<file path="src/rtl/or_bus_master_if.sv">
// or_bus_master_if: operand stream, result stream and dut register bus.
// master = or_bus_master side; slave = environment/dut side.
interface or_bus_master_if;
   logic       in_valid;
   logic       in_ready;
   logic [7:0] in_a;
   logic [7:0] in_b;
   logic       out_valid;
   logic       out_ready;
   logic [7:0] out_data;
   logic       out_err;
   logic [2:0] write_address;
   logic [7:0] write_data;
   logic       write_en;
   logic       write_rdy;
   logic [2:0] read_address;
   logic       read_en;
   logic [7:0] read_data;
   logic       read_rdy;

   modport master (
      input  in_valid, in_a, in_b, out_ready,
      input  write_rdy, read_data, read_rdy,
      output in_ready, out_valid, out_data, out_err,
      output write_address, write_data, write_en,
      output read_address, read_en
   );

   modport slave (
      output in_valid, in_a, in_b, out_ready,
      output write_rdy, read_data, read_rdy,
      input  in_ready, out_valid, out_data, out_err,
      input  write_address, write_data, write_en,
      input  read_address, read_en
   );
endinterface

</file>
<file path="src/rtl/or_bus_master.sv">
// or_bus_master: sole bus master of the OR-combiner; writes a/b, pops y.
// Ports: CLK, RST_N (async, active-high), bus (or_bus_master_if.master).
// Option: OR_MASTER_CHECK_EN compares the popped result with a|b.
module or_bus_master #(
   parameter int TIMEOUT = 511,
   parameter int TO_W    = 10
) (
   input  logic                  CLK,
   input  logic                  RST_N,
   or_bus_master_if.master       bus
);

   typedef enum logic [2:0] {
      S_IDLE, S_POLL_A, S_WR_A, S_POLL_B,
      S_WR_B, S_POLL_Y, S_RD_Y, S_RESP
   } state_t;

   localparam logic [TO_W-1:0] TO_LAST = TO_W'(TIMEOUT - 1);

   state_t          state;
   state_t          state_nx;
   logic [7:0]      a_q;
   logic [7:0]      b_q;
   logic [7:0]      res_q;
   logic            err_q;
   logic [TO_W-1:0] cnt_q;
   logic            hit;
   logic            chk_err;
   logic            to_hit;

   // Flag polls look only at bit 0 of the returned register.
   assign hit = bus.read_rdy & bus.read_data[0];
   assign to_hit = (cnt_q == TO_LAST);

`ifdef OR_MASTER_CHECK_EN
   assign chk_err = (bus.read_data != (a_q | b_q));
`else
   assign chk_err = 1'b0;
`endif

   always_ff @(posedge CLK or posedge RST_N) begin
      if (RST_N) state <= S_IDLE;
      else       state <= state_nx;
   end

   always_comb begin
      state_nx = state;
      unique case (state)
         S_IDLE:   if (bus.in_valid) state_nx = S_POLL_A;
         S_POLL_A: if (hit) state_nx = S_WR_A;
         S_WR_A:   if (bus.write_rdy) state_nx = S_POLL_B;
         S_POLL_B: if (hit) state_nx = S_WR_B;
         S_WR_B:   if (bus.write_rdy) state_nx = S_POLL_Y;
         S_POLL_Y: begin
            // A hit in the last allowed cycle still wins.
            if (hit)         state_nx = S_RD_Y;
            else if (to_hit) state_nx = S_RESP;
         end
         S_RD_Y:   if (bus.read_rdy) state_nx = S_RESP;
         S_RESP:   if (bus.out_ready) state_nx = S_IDLE;
      endcase
   end

   always_comb begin
      bus.in_ready      = 1'b0;
      bus.out_valid     = 1'b0;
      bus.out_data      = 8'h00;
      bus.out_err       = 1'b0;
      bus.write_address = 3'd0;
      bus.write_data    = 8'h00;
      bus.write_en      = 1'b0;
      bus.read_address  = 3'd0;
      bus.read_en       = 1'b0;
      unique case (state)
         S_IDLE:   bus.in_ready = 1'b1;
         S_POLL_A: begin
            bus.read_address = 3'd0;
            bus.read_en      = 1'b1;
         end
         S_WR_A: begin
            bus.write_address = 3'd4;
            bus.write_data    = a_q;
            bus.write_en      = 1'b1;
         end
         S_POLL_B: begin
            bus.read_address = 3'd1;
            bus.read_en      = 1'b1;
         end
         S_WR_B: begin
            bus.write_address = 3'd5;
            bus.write_data    = b_q;
            bus.write_en      = 1'b1;
         end
         S_POLL_Y: begin
            bus.read_address = 3'd2;
            bus.read_en      = 1'b1;
         end
         S_RD_Y: begin
            bus.read_address = 3'd3;
            bus.read_en      = 1'b1;
         end
         S_RESP: begin
            bus.out_valid = 1'b1;
            bus.out_data  = res_q;
            bus.out_err   = err_q;
         end
      endcase
   end

   always_ff @(posedge CLK or posedge RST_N) begin
      if (RST_N) begin
         a_q   <= 8'h00;
         b_q   <= 8'h00;
         res_q <= 8'h00;
         err_q <= 1'b0;
         cnt_q <= '0;
      end else begin
         if (state == S_IDLE && bus.in_valid) begin
            a_q <= bus.in_a;
            b_q <= bus.in_b;
         end
         if (state == S_WR_B)
            cnt_q <= '0;
         else if (state == S_POLL_Y)
            cnt_q <= cnt_q + TO_W'(1);
         if (state == S_POLL_Y && !hit && to_hit) begin
            res_q <= 8'h00;
            err_q <= 1'b1;
         end
         // On a check mismatch the captured value is passed through as-is.
         if (state == S_RD_Y && bus.read_rdy) begin
            res_q <= bus.read_data;
            err_q <= chk_err;
         end
      end
   end

endmodule

</file>
<file path="src/flat_wrapper.sv">
// flat-port wrapper written by rule: the top's interface ports become plain ports
module or_bus_master_flat 
#(
   parameter int TIMEOUT = 511,
   parameter int TO_W    = 10
)
  (CLK, RST_N, bus_in_valid, bus_in_a, bus_in_b, bus_out_ready, bus_write_rdy, bus_read_data, bus_read_rdy, bus_in_ready, bus_out_valid, bus_out_data, bus_out_err, bus_write_address, bus_write_data, bus_write_en, bus_read_address, bus_read_en);
  or_bus_master_if bus_i ();
  input  logic CLK;
  input  logic RST_N;
  input wire logic [$bits(bus_i.in_valid)-1:0] bus_in_valid;
  input wire logic [$bits(bus_i.in_a)-1:0] bus_in_a;
  input wire logic [$bits(bus_i.in_b)-1:0] bus_in_b;
  input wire logic [$bits(bus_i.out_ready)-1:0] bus_out_ready;
  input wire logic [$bits(bus_i.write_rdy)-1:0] bus_write_rdy;
  input wire logic [$bits(bus_i.read_data)-1:0] bus_read_data;
  input wire logic [$bits(bus_i.read_rdy)-1:0] bus_read_rdy;
  output wire logic [$bits(bus_i.in_ready)-1:0] bus_in_ready;
  output wire logic [$bits(bus_i.out_valid)-1:0] bus_out_valid;
  output wire logic [$bits(bus_i.out_data)-1:0] bus_out_data;
  output wire logic [$bits(bus_i.out_err)-1:0] bus_out_err;
  output wire logic [$bits(bus_i.write_address)-1:0] bus_write_address;
  output wire logic [$bits(bus_i.write_data)-1:0] bus_write_data;
  output wire logic [$bits(bus_i.write_en)-1:0] bus_write_en;
  output wire logic [$bits(bus_i.read_address)-1:0] bus_read_address;
  output wire logic [$bits(bus_i.read_en)-1:0] bus_read_en;
  assign bus_i.in_valid = bus_in_valid;
  assign bus_i.in_a = bus_in_a;
  assign bus_i.in_b = bus_in_b;
  assign bus_i.out_ready = bus_out_ready;
  assign bus_i.write_rdy = bus_write_rdy;
  assign bus_i.read_data = bus_read_data;
  assign bus_i.read_rdy = bus_read_rdy;
  assign bus_in_ready = bus_i.in_ready;
  assign bus_out_valid = bus_i.out_valid;
  assign bus_out_data = bus_i.out_data;
  assign bus_out_err = bus_i.out_err;
  assign bus_write_address = bus_i.write_address;
  assign bus_write_data = bus_i.write_data;
  assign bus_write_en = bus_i.write_en;
  assign bus_read_address = bus_i.read_address;
  assign bus_read_en = bus_i.read_en;
  or_bus_master #(.TIMEOUT(TIMEOUT), .TO_W(TO_W)) u_core (.CLK(CLK), .RST_N(RST_N), .bus(bus_i));
endmodule
</file>
<file path="config.mk">
export PLATFORM = sky130hd
export DESIGN_NAME = or_bus_master_flat
export DESIGN_NICKNAME = d
export VERILOG_FILES = /design/src/rtl/or_bus_master_if.sv /design/src/rtl/or_bus_master.sv /design/src/flat_wrapper.sv
export SDC_FILE = /design/constraint.sdc
export NUM_CORES = 1
export LEC_CHECK = 0
export ABC_AREA = 1
export CORE_AREA = 2 2 69 71
export DETAILED_ROUTE_END_ITERATION = 8
export DIE_AREA = 0 0 71 73
export GPL_ROUTABILITY_DRIVEN = 1
export GPL_TIMING_DRIVEN = 0
export PLACE_DENSITY = 0.85
export SYNTH_ARGS = -nofsm -noshare
export SYNTH_HDL_FRONTEND = slang
export SYNTH_SLANG_ARGS = --single-unit
</file>
<file path="constraint.sdc">
create_clock -name CLK -period 1.7 [get_ports CLK]
set_input_delay 0.255 -clock CLK [delete_from_list [all_inputs] [get_ports CLK]]
set_output_delay 0.255 -clock CLK [all_outputs]
set_load 0.1 [all_outputs]
</file>
# Word level (Yosys, flattened, before mapping)
# Index checks and enable logic that the tools add are counted.
# W data, S select, Z words.
# op_classes
eq_ne,16
mux,25
bitwise_logic,1
reduce_logical,11
add_sub_neg,1
# op_table
operator,n
$mux W3,9
$mux W8,3
$pmux W3 S8,1
$mux W10,2
$pmux W8 S2,1
$eq A3 B3 Y1 const B,4
$add A10 B1 Y10 const B,1
$eq A10 B9 Y1 const B,1
$ne A2 B2 Y1 const B,5
$reduce_and A8 Y1,1
$mux W1,7
$eq A3 B2 Y1 const B,2
$pmux W2 S3,1
$pmux W3 S2,1
$logic_and A1 B1 Y1,4
$ne A2 B1 Y1 const B,2
$reduce_bool A2 Y1,2
$reduce_or A4 Y1,1
$eq A3 B1 Y1 const B,1
$logic_not A3 Y1,1
$ne A3 B1 Y1 const B,1
$reduce_or A2 Y1,1
$and A1 B1 Y1,1
$logic_not A1 Y1,1
# totals
inputBits,30
output_inout_bits,27
reg_bits,38
wordCells,60

# Longest topological paths before layout
# Gate-level depths: netlist of the first run.
# logic_depth
depth_word,6
mapped_depth,9
depth_no_buf,9

# Worst setup path after synthesis of the first run
# No wires, ideal clock.
# synth_timing
kind,flip-flop to output port
startpoint,register u_core.state[0]
endpoint,output port bus_out_data[0]
path_buffers,1
required_time_ns,1.445
stages_incl_launch_ff,6
path_slack_ns,-1.784
arrival_time_ns,3.229
path_cell_list,dfrtp_1 > buf_4 > nand2_1 > nor2_2 > clkinv_1 > nor2_1
# synth_via
elab_chain_cells,2
# synth_rtl
item,line,text
"start, declared",or_bus_master.sv:20,state_t state;
"start signal, assigned",or_bus_master.sv:43,else state <= state_nx;
$eq A3 B3 Y1,or_bus_master.sv:74,unique case (state)
$mux W8,or_bus_master.sv:74,
"end, declared",flat_wrapper.sv:20,output wire logic [$bits(bus_i.out_data)-1:0] bus_out_data;
# Every way passes these cells.

# Worst setup path after layout of the first run
# layout_timing
startpoint,register u_core.state[1]
endpoint,output port bus_write_data[6]
# layout_via
elab_chain_cells,2
elab_cells_between_ends,3
cone_classes,eq/ne (2); mux (1)
# layout_rtl
item,line,text
$eq A3 B3 Y1 or $eq A3 B2 Y1 (tied branches),or_bus_master.sv:74,
$pmux W8 S2 (*),or_bus_master.sv:74,
"end, declared",flat_wrapper.sv:23,output wire logic [$bits(bus_i.write_data)-1:0] bus_write_data;
# Every way passes the cells marked *; elsewhere a longest branch is shown, timed or not.

==> flow_metrics.env, run 1 <==
export IMPL_end_kind="output port"
export IMPL_multi_input_area_um2=1120
export IMPL_drtIter0Drc=167
export IMPL_worstPathArrival_ns=1.62
export IMPL_final_nets=381
export IMPL_clock_sinks=38
export IMPL_slew_headroom_pct=48.2
export IMPL_coreArea_um2=4540
export IMPL_syn_area_um2=2060
export IMPL_drtPass1Iterations=6
export IMPL_critPathLaunchType="flop"
export IMPL_clk_path_buf_depth=2
export IMPL_critical_path_class="reg -> out"
export IMPL_peakVddDrop_mv=1.43
export IMPL_initial_core_util_pct=45.5
export IMPL_cap_violations=0
export IMPL_cts_tree="built"
export IMPL_worstMarginPinSlew_ns=0.776
export IMPL_cts_root_buffer="clkbuf_8"
export IMPL_track_usage_pct=21.8
export IMPL_htreeDepth=2
export IMPL_dp_cells=376
export IMPL_synth_top_cell_area_share_pct=46.1
export IMPL_synth_compound_area_share_pct=10.2
export IMPL_fin_skew_ns=0.00545
export IMPL_instances_no_fill=403
export IMPL_p_leak_nw=1.66
export IMPL_yosysTopAreaCell="dfrtp_1"
export IMPL_holdWs_ns=0.429
export IMPL_ys_types=27
export IMPL_grt_max_degree=39
export IMPL_vias=2080
export IMPL_synth_xor_area_share_pct=0
export IMPL_die_x_um=71
export IMPL_wire_per_inst_um=13.6
export IMPL_diodes=0
export IMPL_numCtsBuffers=5
export IMPL_io_pin_count=57
export IMPL_fin_crit_sh_pct=110
export IMPL_rsz0062_at_grt="yes"
export IMPL_seq_area_frac_synth_pct=46.1
export IMPL_crit_required_ns=1.44
export IMPL_syn_to_final_growth_pct=69.9
export IMPL_finalMaxSlewViolations=0
export IMPL_synth_top_cells_by_area="dfrtp_1 46%, nand2_1 9.8%, inv_1 8.2%"
export IMPL_synth_top_family_by_area="simple AND/OR/NAND/NOR gates"
export IMPL_dpl_hpwl_um=3580
export IMPL_grt_overflow=0
export IMPL_syn_inst=267
export IMPL_antenna_found_initial=0
export IMPL_grt_pass1_vias=1987
export IMPL_clkTransAtPathRegs_ns=0.07
export IMPL_wirelength_um=5490
export IMPL_drive_gt1_share_pct=30.4
export IMPL_setup_violations_final=23
export IMPL_violations="negative setup slack"
export IMPL_path_max_fanout=10
export IMPL_fin_setup_tns_ns=-2.73
export IMPL_synthSimpleGateAreaFrac_pct=30.7
export IMPL_synth_seq_cells=38
export IMPL_fin_util_pct=77.3
export IMPL_hold_viol=0
export IMPL_muxShareOfSynthArea_pct=0
export IMPL_grt_pass1_wl_um=8840
export IMPL_drc=0
export IMPL_final_seq_area_um2=952
export IMPL_cts_hold_buf=0
export IMPL_ant_nets=0
export IMPL_port_buffers=54
export IMPL_dieArea_um2=5180
export IMPL_outcome="complete, but fails checks"
export IMPL_min_period_ns=1.87
export IMPL_yosysWarnings=0
export IMPL_syn_avg_cell_area_um2=7.73
export IMPL_rows=25
export IMPL_synthAdderAreaFrac_pct=1.21
export IMPL_viasPerCell=5.16
export IMPL_rr_worst_depth=8
export IMPL_power_density_nw_per_um2=2130
export IMPL_max_freq_mhz=534
export IMPL_fin_ws_ns=-0.172
export IMPL_die_h_um=73
export IMPL_num_fill_cells=269
export IMPL_insertion_delay_ns=0.28
export IMPL_dpl_worst_slack_ns=-0.984
export IMPL_gp_congestion=0.872
export IMPL_min_path_type="in -> async"
-- state kept, by name, summed over array words and instances (netlist names) --
register      flops
u_core.cnt_q     10
u_core.a_q        8
u_core.b_q        8
u_core.res_q      8
u_core.state      3
u_core.err_q      1
-- Yosys cell counts --
master and n:
o21ai_0 7, o21ai_1 1, a21oi_1 22, o22ai_1 7, nor2_2 3, nand3_4 2, nor2_1 36, o211ai_1 1
nand2_4 4, a32o_1 1, ha_1 2, buf_2 4, nand4_1 7, nand3_1 18, inv_1 45, buf_4 5
nor3_2 1, inv_2 2, nand2_2 1, dfrtp_1 38, nand4_4 1, nor2_4 1, nand3_2 1, nand2_1 54
nor3_1 1, conb_1 1, clkinv_1 1
-- per-stage QoR --
step	power, mW	cell area, µm²
finish	7.47	3510
global route	7.81	3510
CTS	7.10	3340
detailed placement	5.57	2920
global placement	5.48	2920
floorplan	4.77	2310
-- worst paths after layout --
check,from,to,slack (ns)
min reg2reg,u_core.res_q[5]$_DFFE_PP0P_,u_core.res_q[5]$_DFFE_PP0P_,0.50
min,RST_N,u_core.cnt_q[1]$_DFFE_PP0P_,0.43
min in group CLK,bus_read_data[4],u_core.res_q[4]$_DFFE_PP0P_,0.50
max in group asynchronous,RST_N,u_core.state[1]$_DFFE_PP0P_,0.73
max reg2reg,u_core.state[0]$_DFFE_PP0P_,u_core.a_q[3]$_DFFE_PP0P_,0.10
max,u_core.state[1]$_DFFE_PP0P_,bus_write_data[6],-0.17
-- worst max-delay path, stage by stage, from the launching register on --
cell     delay (ns)
dfrtp_2        0.49
nor2_4         0.19
nand2_4        0.10
buf_12         0.16
o22ai_4        0.18
buf_12         0.20
-- cell usage in the layout, fill, tap and decap left out, drive strengths merged --
cell           count
a21oi             22
a32o               1
buf               54
bufinv             1
clkbuf             6
clkdlybuf4s50     29
clkinvlp           2
conb               2
dfrtp             38
ha                 2
inv               46
nand2             59
nand3             21
nand4              8
nor2              40
nor3               2
o211ai             1
o21ai              8
o22ai              7
-- metal layers --
layer,GRT usage [%],up-vias,wire length [µm]
met1,26.7,983,2150
li1,-,1011,-
met5,0,-,0
met3,3.87,12,255
met4,9.85,0,87
met2,37.8,74,3000
-- timing repair --
item,in CTS,in global routing
resized for setup,224,15
setup endpoints to repair,25,25
gates cloned,0,0
pin swaps,7,7
buffers inserted,8,13
-- cells by family after synthesis --
family | Yosys count
buffers and inverters | 57
and+or+nand+nor | 130
DFF | 38
AOI/OAI and AO/OA | 39
other | 1
adders and majority gates | 2
-- power by group --
part / internal, mW / switching (mW) / total (mW)
logic: 1.94 / 3.33 / 5.27
clock network: 0.469 / 0.307 / 0.777
registers: 1.24 / 0.182 / 1.42
-- cell type report --
class,instances,share of cell area (%)
Multi-Input combinational cell,173,32.0
Sequential cell,38,27.2
Timing Repair Buffer,74,26.9
Inverter,48,5.64
Buffer,9,3.14
Clock buffer,6,2.36
Tap cell,54,1.93
Clock inverter,1,0.857
(Power assumes the default switching activity.)
==> run 2, diff against run 1 <==
--- a/config.mk
+++ b/config.mk
@@ -12,6 +12,7 @@
 export GPL_ROUTABILITY_DRIVEN = 1
 export GPL_TIMING_DRIVEN = 0
 export PLACE_DENSITY = 0.85
+export SETUP_SLACK_MARGIN = 0.1
 export SYNTH_ARGS = -nofsm -noshare
 export SYNTH_HDL_FRONTEND = slang
 export SYNTH_SLANG_ARGS = --single-unit
==> run 2 against run 1 <==
Net effect:
- the flow still finishes with violations (negative setup slack)
- worst setup slack worse by 0.025 ns
- maximum frequency fell by 1.3%
- largest power group unchanged
- sequential share of layout area decreased by 0.73 points
==> flow_metrics.env, run 2 (synthesized netlist as in run 1, its figures left out) <==
export IMPL_outcome="complete, but fails checks"
export IMPL_violations="negative setup slack"
export IMPL_most_common_layout_cells="47 x nand2_1, 40 x inv_1, 37 x dfrtp_1, 29 x clkdlybuf4s50_1, 26 x buf_12"
export IMPL_final_nets=380
export IMPL_initial_core_util_pct=45.5
export IMPL_peakVddDrop_mv=1.72
export IMPL_largest_reg_flops=10
export IMPL_r2r_start="u_core.state[1]$_DFFE_PP0P_"
export IMPL_multi_input_area_um2=1210
export IMPL_cts_hold_buf=0
export IMPL_coreArea_um2=4540
export IMPL_vias=2250
export IMPL_reg2reg_to="u_core.b_q[5]$_DFFE_PP0P_"
export IMPL_gp_congestion=0.845
export IMPL_fin_ws_ns=-0.197
export IMPL_holdWs_ns=0.431
export IMPL_grt_pass1_vias=2129
export IMPL_antenna_found_initial=0
export IMPL_viasPerCell=5.58
export IMPL_grt_overflow=0
export IMPL_clk_path_buf_depth=2
export IMPL_drtIter0Drc=236
export IMPL_htreeDepth=2
export IMPL_final_seq_area_um2=952
export IMPL_end_kind="output port"
export IMPL_num_fill_cells=223
export IMPL_max_freq_mhz=527
export IMPL_clkTransAtPathRegs_ns=0.08
export IMPL_fin_util_pct=79.4
export IMPL_critical_path_class="reg -> out"
export IMPL_numCtsBuffers=5
export IMPL_insertion_delay_ns=0.31
export IMPL_die_h_um=73
export IMPL_drive_gt1_share_pct=35.5
export IMPL_drtPass1Iterations=4
export IMPL_power_density_nw_per_um2=2150
export IMPL_grt_pass1_wl_um=9960
export IMPL_fin_crit_sh_pct=112
export IMPL_grt_util_met3_pct=8.15
export IMPL_instances_no_fill=403
export IMPL_worstMarginPinSlew_ns=0.812
export IMPL_p_leak_nw=1.67
export IMPL_port_buffers=54
export IMPL_cts_root_buffer="clkbuf_8"
export IMPL_min_path_type="in -> async"
export IMPL_rr_worst_depth=7
export IMPL_crit_required_ns=1.44
export IMPL_final_common_cell="nand2_1"
export IMPL_syn_to_final_growth_pct=74.6
export IMPL_wirelength_um=7360
export IMPL_dieArea_um2=5180
export IMPL_grt_busiest_layer="met2"
export IMPL_fin_skew_ns=0.00986
export IMPL_track_usage_pct=24.9
export IMPL_dp_cells=376
export IMPL_path_max_fanout=5
export IMPL_drc=0
export IMPL_wire_per_inst_um=18.3
export IMPL_hold_viol=0
export IMPL_grt_max_degree=39
export IMPL_grt_util_met1_pct=29.2
export IMPL_min_period_ns=1.90
export IMPL_dpl_hpwl_um=3740
export IMPL_grtUsageMet2_pct=42.2
export IMPL_diodes=0
export IMPL_setup_violations_final=24
export IMPL_rows=25
export IMPL_worstPathArrival_ns=1.64
export IMPL_cap_violations=0
export IMPL_finalMaxSlewViolations=0
export IMPL_rrSetupSlack_ns=0.05
export IMPL_critPathLaunchType="flop"
export IMPL_regMostFlops="u_core.cnt_q"
export IMPL_power_mw=7.75
export IMPL_ant_nets=0
export IMPL_rsz0062_at_grt="yes"
export IMPL_slew_headroom_pct=45.8
export IMPL_fin_setup_tns_ns=-3.16
export IMPL_cts_tree="built"
export IMPL_io_pin_count=57
export IMPL_die_x_um=71
export IMPL_clock_sinks=38
[run 2: changes by cell type in the layout (fill, tap and decap cells not counted), moves of 3 or more]
cell     change
buf_4        -5
nand2_4      -3
nor2_2      +11
nand2_2      +4
nor2_1      -13
[run 2: cell type report]
class,instances,share of cell area (%)
Multi-Input combinational cell,174,33.5
Timing Repair Buffer,72,26.7
Sequential cell,38,26.4
Inverter,48,5.49
Buffer,9,3.06
Clock buffer,7,2.12
Tap cell,54,1.88
Clock inverter,1,0.834
[run 2: critical path, stage by stage, from the launching register on]
cell,delay [ns]
dfrtp_2,0.49
nor2_4,0.19
nand2_4,0.12
clkbuf_16,0.18
o22ai_4,0.16
buf_12,0.19
[run 2: power by group]
part / switching, mW / internal (mW)
logic: 3.54 / 1.97
registers: 0.207 / 1.24
clock network: 0.345 / 0.440
[run 2: worst max-delay path by stage]
stage | end | slack (ns) | start | cells after the start
final | bus_write_data[3] | -0.20 | u_core.state[1]$_DFFE_PP0P_ | 5
after global routing | bus_write_data[3] | -0.23 | u_core.state[1]$_DFFE_PP0P_ | 5
after CTS | bus_write_address[2] | -0.20 | u_core.state[1]$_DFFE_PP0P_ | 6
after detailed placement | bus_write_data[5] | -1.0 | u_core.state[1]$_DFFE_PP0P_ | 5
after global placement | bus_write_data[5] | -1.0 | u_core.state[0]$_DFFE_PP0P_ | 6
after floorplan | bus_read_en | -0.55 | u_core.state[2]$_DFFE_PP0P_ | 2
[run 2: stage by stage]
stage                     worst slack, ns  instance area, µm²
after floorplan                    -0.554                2330
after global placement             -0.999                2940
after detailed placement           -0.998                2940
after CTS                          -0.203                3340
after global routing               -0.232                3600
final                              -0.197                3600
[run 2: timing repair]
item                       in CTS  in global routing
setup endpoints to repair      25                 46
pin swaps                       7                 11
cloned                          0                  2
setup buffers                   6                 12
gates resized for setup       226                 36
[run 2: routing by layer]
layer | vias up | part of all wire [%]
li1 | 1015 | -
met1 | 1086 | 37
met2 | 125 | 52
met3 | 24 | 7.6
met4 | 0 | 3.3
met5 | - | 0
==> run 3, diff against run 2 <==
--- a/config.mk
+++ b/config.mk
@@ -6,9 +6,10 @@
 export NUM_CORES = 1
 export LEC_CHECK = 0
 export ABC_AREA = 1
-export CORE_AREA = 2 2 69 71
+export CAP_MARGIN = 20
+export CORE_AREA = 5 5 72 74
 export DETAILED_ROUTE_END_ITERATION = 8
-export DIE_AREA = 0 0 71 73
+export DIE_AREA = 0 0 77 79
 export GPL_ROUTABILITY_DRIVEN = 1
 export GPL_TIMING_DRIVEN = 0
 export PLACE_DENSITY = 0.85
==> constraint.sdc (replaced) <==
create_clock -name CLK -period 1.7 [get_ports CLK]
set_input_delay 0.34 -clock CLK [delete_from_list [all_inputs] [get_ports CLK]]
set_output_delay 0.34 -clock CLK [all_outputs]
set_load 0.1 [all_outputs]
==> run 3 against run 2 <==
Net effect:
- the flow still finishes with violations (negative setup slack)
- clock power shrank 13%
- largest cell class unchanged
- die area grew 17%
- final cell count is 2.0% higher
- first-iteration DRC count shrank 7.6%
- critical endpoint unchanged
- power barely moved
- worst setup slack got worse by 0.10 ns
- register-to-register slack worse by 0.20 ns
==> flow_metrics.env, run 3 (synthesized netlist as in run 1, its figures left out) <==
export IMPL_dpl_worst_slack_ns=-1.12
export IMPL_largest_reg_flops=10
export IMPL_insertion_delay_ns=0.30
export IMPL_num_fill_cells=232
export IMPL_multi_input_area_um2=1200
export IMPL_fin_skew_ns=0.0118
export IMPL_regMostFlops="u_core.cnt_q"
export IMPL_cts_tree="built"
export IMPL_syn_to_final_growth_pct=77.1
export IMPL_outcome="complete, but fails checks"
export IMPL_worstMarginPinSlew_ns=0.828
export IMPL_die_h_um=79
export IMPL_min_period_ns=2.00
export IMPL_end_kind="output port"
export IMPL_peakVddDrop_mv=1.50
export IMPL_violations="negative setup slack"
export IMPL_diodes=0
export IMPL_placed_area_um2=2950
export IMPL_p_leak_nw=1.71
export IMPL_dp_cells=376
export IMPL_vias=2308
export IMPL_wirelength_um=7850
export IMPL_antenna_found_initial=0
export IMPL_coreArea_um2=4540
export IMPL_ant_nets=0
export IMPL_port_buffers=54
export IMPL_rows=25
export IMPL_rsz0062_at_grt="yes"
export IMPL_fin_ws_ns=-0.302
export IMPL_finalMaxSlewViolations=0
export IMPL_die_x_um=77
export IMPL_track_usage_pct=21.6
export IMPL_clk_path_buf_depth=2
export IMPL_initial_core_util_pct=45.5
export IMPL_fin_crit_sh_pct=118
export IMPL_gp_congestion=0.804
export IMPL_instances_no_fill=411
export IMPL_grt_pass1_vias=2209
export IMPL_critical_path_class="reg -> out"
export IMPL_final_common_cell="nand2_1"
export IMPL_htreeDepth=2
export IMPL_drive_gt1_share_pct=34.7
export IMPL_wire_per_inst_um=19.1
export IMPL_numCtsBuffers=5
export IMPL_cts_root_buffer="clkbuf_8"
export IMPL_min_path_type="in -> async"
export IMPL_setup_violations_final=30
export IMPL_drtPass1Iterations=4
export IMPL_cap_violations=0
export IMPL_worstPathArrival_ns=1.66
export IMPL_critPathLaunchType="flop"
export IMPL_power_density_nw_per_um2=2120
export IMPL_final_nets=388
export IMPL_fin_util_pct=80.6
export IMPL_crit_required_ns=1.36
export IMPL_viasPerCell=5.62
export IMPL_final_seq_area_um2=952
export IMPL_grt_overflow=0
export IMPL_dieArea_um2=6080
export IMPL_drtIter0Drc=218
export IMPL_grt_max_degree=39
export IMPL_fin_area_um2=3650
export IMPL_drc=0
export IMPL_clkTransAtPathRegs_ns=0.09
export IMPL_max_freq_mhz=500
export IMPL_slew_headroom_pct=44.8
export IMPL_clock_sinks=38
export IMPL_most_common_layout_cells="48 x nand2_1, 40 x inv_1, 37 x dfrtp_1, 29 x clkdlybuf4s50_1, 26 x buf_12"
export IMPL_dpl_hpwl_um=3890
export IMPL_path_max_fanout=8
export IMPL_grt_pass1_wl_um=10300
export IMPL_hold_viol=0
export IMPL_io_pin_count=57
-- run 3: cell count changes in the layout (fill, tap and decap cells not counted), sizes merged --
| cell | previous run | this run |
|---|---|---|
| clkinvlp | 2 | 3 |
| clkinv | 0 | 3 |
| clkbuf | 8 | 7 |
| buf | 51 | 58 |
| bufinv | 1 | 0 |
| inv | 46 | 45 |
-- run 3: metal layers --
metal	up-vias	global-route usage (%)	part of all wire (%)
li1	1018	-	-
met1	1132	24.6	36
met2	124	37.6	53
met3	34	5.44	6.6
met4	0	11.0	4.7
met5	-	0	0
-- run 3: timing repair --
action | CTS | global route
pin swaps | 11 | 12
buffers inserted | 13 | 11
hold buffers | 0 | 0
gates cloned | 1 | 2
setup endpoints to repair | 25 | 50
gates resized for setup | 235 | 23
-- run 3: critical path, cell delays in order (launching register included) --
cell     delay, ns
dfrtp_2       0.51
inv_4         0.06
nor2_4        0.21
nand2_8       0.17
o22ai_4       0.19
buf_12        0.20
-- run 3: where the power goes --
| group | switching (mW) | leakage (nW) | internal (mW) | total [mW] |
|---|---|---|---|---|
| Combinational | 3.56 | 1.21 | 2.03 | 5.60 |
| Clock | 0.356 | 0.0472 | 0.326 | 0.683 |
| Sequential | 0.226 | 0.460 | 1.24 | 1.46 |
-- run 3: final cells by class --
cell class              instances  share of cell area [%]
clock buffers                   6                    2.26
multi-input cells             174                    32.8
plain buffers                   9                    3.15
flip-flops and latches         38                    26.1
clock inverters                 2                   0.342
repair inverters                1                   0.445
inverters                      48                    5.41
well taps                      54                    1.85
repair buffers                 79                    27.7
-- run 3: stage by stage --
step                hold WS [ns]  setup TNS (ns)  power (mW)
floorplan                  0.457          -12.54        4.86
global placement           0.479          -35.09        5.59
detailed placement         0.487          -22.51        5.69
CTS                        0.503           -4.40        7.24
global route               0.538           -7.58        8.03
finish                     0.516           -6.21        7.74
-- run 3: path summary, 6_finish.rpt --
path	depth (start not counted)	slack, ns	startpoint	to
max in group asynchronous	2	0.62	RST_N	u_core.state[1]$_DFFE_PP0P_
worst max-delay path	5	-0.30	u_core.state[1]$_DFFE_PP0P_	bus_write_data[3]
worst min-delay path	2	0.52	RST_N	u_core.res_q[1]$_DFFE_PP0P_
worst max register to register	10	-0.15	u_core.state[1]$_DFFE_PP0P_	u_core.cnt_q[9]$_DFFE_PP0P_
worst min register to register	1	0.52	u_core.cnt_q[2]$_DFFE_PP0P_	u_core.cnt_q[2]$_DFFE_PP0P_
min in group CLK	1	0.52	u_core.cnt_q[2]$_DFFE_PP0P_	u_core.cnt_q[2]$_DFFE_PP0P_
